### src/rtl/apb_template_slave.sv
// Zero-wait-state APB register bank: N_REGS word registers starting at BASE_ADDR.
// An out-of-range access returns zero data and raises pslverr in its access cycle.
module apb_template_slave #(
  parameter logic [31:0] BASE_ADDR  = 32'd0,
  parameter int          DATA_WIDTH = 32,
  parameter int          N_REGS     = 8
) (
  input  logic                    pclk,
  input  logic                    preset,
  input  logic [31:0]             paddr,
  input  logic [2:0]              pprot,
  input  logic                    psel,
  input  logic                    penable,
  input  logic                    pwrite,
  input  logic [DATA_WIDTH-1:0]   pwdata,
  input  logic [DATA_WIDTH/8-1:0] pstrb,
  output logic                    pready,
  output logic [DATA_WIDTH-1:0]   prdata,
  output logic                    pslverr
);

  localparam int          IDX_W = (N_REGS > 1) ? $clog2(N_REGS) : 1;
  localparam logic [31:0] SPAN  = 32'(4 * N_REGS);

  logic [DATA_WIDTH-1:0] regs [N_REGS];
  logic [31:0]           offset;
  logic                  in_range;
  logic [IDX_W-1:0]      idx;
  logic                  wr_commit;

  // The offset is compared instead of BASE_ADDR+SPAN, which could wrap at the top of the map.
  assign offset    = paddr - BASE_ADDR;
  assign in_range  = (paddr >= BASE_ADDR) && (offset < SPAN);
  assign idx       = offset[IDX_W+1:2];
  assign wr_commit = psel && penable && pwrite && in_range;

  // Every write is a full word; protection and strobes carry no meaning here.
  logic unused_inputs;
  assign unused_inputs = ^{pprot, pstrb, offset};

  // NOTE: sequential state uses non-blocking assignments so every register
  // samples pre-edge values, independent of the order of the statements.
  // NOTE: the register array is explicitly cleared because software expects
  // zeros after reset; reset is tested first, so a same-cycle write is dropped.
  always_ff @(posedge pclk) begin
    if (preset) begin
      for (int k = 0; k < N_REGS; k++) begin
        regs[k] <= '0;
      end
    end else if (wr_commit) begin
      regs[idx] <= pwdata;
    end
  end

  assign pready  = psel && penable;
  assign pslverr = psel && penable && !in_range;

  // Read data is valid from the setup cycle onward and depends only on the
  // bus inputs, so it stays stable through the closing edge.
  // NOTE: the output is given a default before the branch so that no path
  // leaves it unassigned, which would otherwise infer a latch.
  always_comb begin
    prdata = '0;
    if (psel && !pwrite && in_range) begin
      prdata = regs[idx];
    end
  end

endmodule

### config.mk
export PLATFORM = sky130hd
export DESIGN_NAME = apb_template_slave
export DESIGN_NICKNAME = d
export VERILOG_FILES = /design/src/rtl/apb_template_slave.sv
export SDC_FILE = /design/constraint.sdc
export NUM_CORES = 1
export LEC_CHECK = 0
export CAP_MARGIN = 10
export CORE_MARGIN = 3
export CORE_UTILIZATION = 31
export CTS_CLUSTER_SIZE = 8
export DETAILED_ROUTE_END_ITERATION = 10
export MAX_ROUTING_LAYER = met4
export PLACE_DENSITY = 0.5
export SYNTH_ARGS = -nofsm -noshare
export SYNTH_HDL_FRONTEND = slang
export SYNTH_SLANG_ARGS = --single-unit
### constraint.sdc
create_clock -name pclk -period 2.5 [get_ports pclk]
set_input_delay 0.5 -clock pclk [delete_from_list [all_inputs] [get_ports pclk]]
set_output_delay 0.5 -clock pclk [all_outputs]
set_load 0.01 [all_outputs]
==> impl_metrics.toml <==
[clocking]
path_clk_slew_ns = 0.05
htreeDepth = 2
clock_path_buffers = 3
cts_tree = "done"
clock_sinks = 256
numCtsBuffers = 37
holdBufCountCts = 0
cts_root_buf = "clkbuf_16"

[timing]
setup_viol = 33
finalWorstSetupSlack_ns = -0.448
rsz0062_at_grt = "yes"
min_period_ns = 2.95
fin_crit_sh_pct = 118
relSlewSlack_pct = 60.1
worst_pin_slew_ns = 0.591
fmax_mhz = 339
drv_slew = 0
hold_violations = 0
setup_tns_ns = -11.22

[final_layout]
finalNonFillerCells = 1604
fin_nets = 1175
largest_registers = "regs x256"
largest_reg_flops = 256
largest-register = "regs"
n_antenna_cell = 0
final_layout_size_suffix_gt1_share_pct = 33.4
area_growth_pct = 38.7

[placement]
post-place-ws_ns = -1.35
numPortBuffers = 100
hpwlAfterDp_um = 24600
gp_congestion = 0.787
dp.cells = 1540

[yosys]
seq_area_frac_synth_pct = 65.8
synth-compound-area-share_pct = 7.99
yosys.area_share.simple_pct = 18.2
synth_commonest_cells = "and2_1, edfxtp_1, clkbuf_1, o22ai_1, nand2_1"
synth.area.top_cells = "edfxtp_1, and2_1, mux2_2, mux4_2, mux2i_1"
synth_cells = 846
ys_types = 42
synth_top_family_by_area = "simple AND/OR/NAND/NOR gates"
yosys_warnings = 0
synth_mux_area_share_pct = 5.93
synthArstFlopShare_pct = 0
yosysMostFrequentCell = "and2_1"
synth-edff-count = 256
ys_seq_elements = 256
synth_area_leader_cell = "edfxtp_1"
synth_area_mm2 = 0.0117
synth_xor_area_share_pct = 0
synth_fa_ha_area_share_pct = 0
synth_top_area_share_pct = 65.8
syn-mean-instance-area_um2 = 13.8
syn_nets = 922
synthFlopType = "edfxtp_1"

[die]
die_x_um = 200
io_pins = 110
coreArea_mm2 = 0.0369
start_util_pct = 31.7
rows = 70
die-area_mm2 = 0.0400
die_y_um = 200

[setup_path]
critPathKind = "in -> out"
start_kind = "input pin"
cp.required_ns = 2.00
end_kind = "output pin"
crit_arrival_ns = 2.45
crit_path_max_fanout = 6

[flow_run]
maxCapViolCount = 0

[route]
routed_wl_um = 38600
drc = 0
drt_first_pass_iters = 5
viasPerCell = 5.10
wire_per_inst_um = 24.1
vias = 8184
drtIter0Drc = 748
antenna_left = 0

[power_and_ir_drop]
leakagePower_nw = 5.89
ir_worst_vdd_uv = 423
powerDensity_mw_per_mm2 = 638

[outcome]
status = "complete, but fails checks"
violations = "negative setup slack"

[global_routing]
grt_start_max_net_pins = 27
antenna_found_initial = 0
grt_pass1_wl_um = 56700
track_usage_pct = 19.4
gr-total-overflow = 0
grt_pass1_vias = 8514

[hold_path]
hold_class = "in -> reg"
==> final timing paths <==
check	cells after the start	slack [ns]	from	to
hold / removal	2	0.84	pwdata[14]	regs[6][14]
setup / recovery	9	-0.45	paddr[22]	prdata[17]
==> routing by layer <==
metal / share of wire [%] / up-vias / GRT usage, %
met4: 1.6 / 0 / 4.09
met5: 0 / - / -
met2: 47 / 265 / 30.8
met1: 46 / 4210 / 26.8
li1: - / 3664 / -
met3: 5.1 / 45 / 2.78
==> where the power goes <==
group	total [W]	internal (W)	switching (W)
clock network	0.00442	0.00272	0.00171
registers	0.00499	0.00493	0.0000567
logic	0.000923	0.000401	0.000522
total	0.0103	0.00805	0.00228
==> critical path, cell delays in order <==
cell and delay (ns):
buf_2 0.11, nor4_4 0.34, nand2_4 0.08, or4_4 0.53
buf_12 0.17, buf_8 0.13, buf_6 0.11, a2111oi_4 0.27
buf_2 0.19
==> cell usage in the layout (no fill, tap or decap), types with 9 or more instances in the layout <==
master / count
buf_2: 39
a2111oi_4: 10
clkbuf_16: 39
o221ai_1: 22
buf_6: 35
mux2_2: 22
nor2_1: 15
o211ai_1: 11
clkdlybuf4s50_1: 35
and2_1: 258
nand2_1: 25
o22ai_1: 30
edfxtp_1: 256
mux4_2: 10
buf_4: 118
o22a_1: 10
buf_12: 30
mux2i_1: 22
or2_2: 9
==> area by class of cell <==
type | instances | area, µm²
Clock buffer | 39 | 976
Multi-Input combinational cell | 531 | 4330
Clock inverter | 1 | 8.76
Timing Repair Buffer | 271 | 2550
Fill cell | 3366 | 20700
Inverter | 2 | 7.51
Tap cell | 504 | 631
Sequential cell | 256 | 7690
==> cells by family after synthesis <==
kind of cell	Yosys count
AOI/OAI and AO/OA	120
buffers and inverters	60
DFF	256
muxes	54
and+or+nand+nor	356
==> metrics by stage <==
step	instance area (µm²)	hold WS [ns]	utilization, %	power [W]
detailed placement	14700	1.36	39.9	0.00595
floorplan	11900	0.698	-	0.00540
global placement	14700	1.35	39.9	0.00594
finish	16200	0.837	43.9	0.0103
CTS	16000	0.823	43.4	0.0104
global route	16200	0.842	43.9	0.0107
==> repair_timing <==
| action | 4_1_cts | 5_1_grt |
|---|---|---|
| resized for setup | 277 | 43 |
| endpoints found under the setup margin | 39 | 33 |
| gates cloned | 2 | 0 |
| setup buffers | 20 | 13 |
| pin swaps | 20 | 22 |
(Power assumes the default switching activity.)
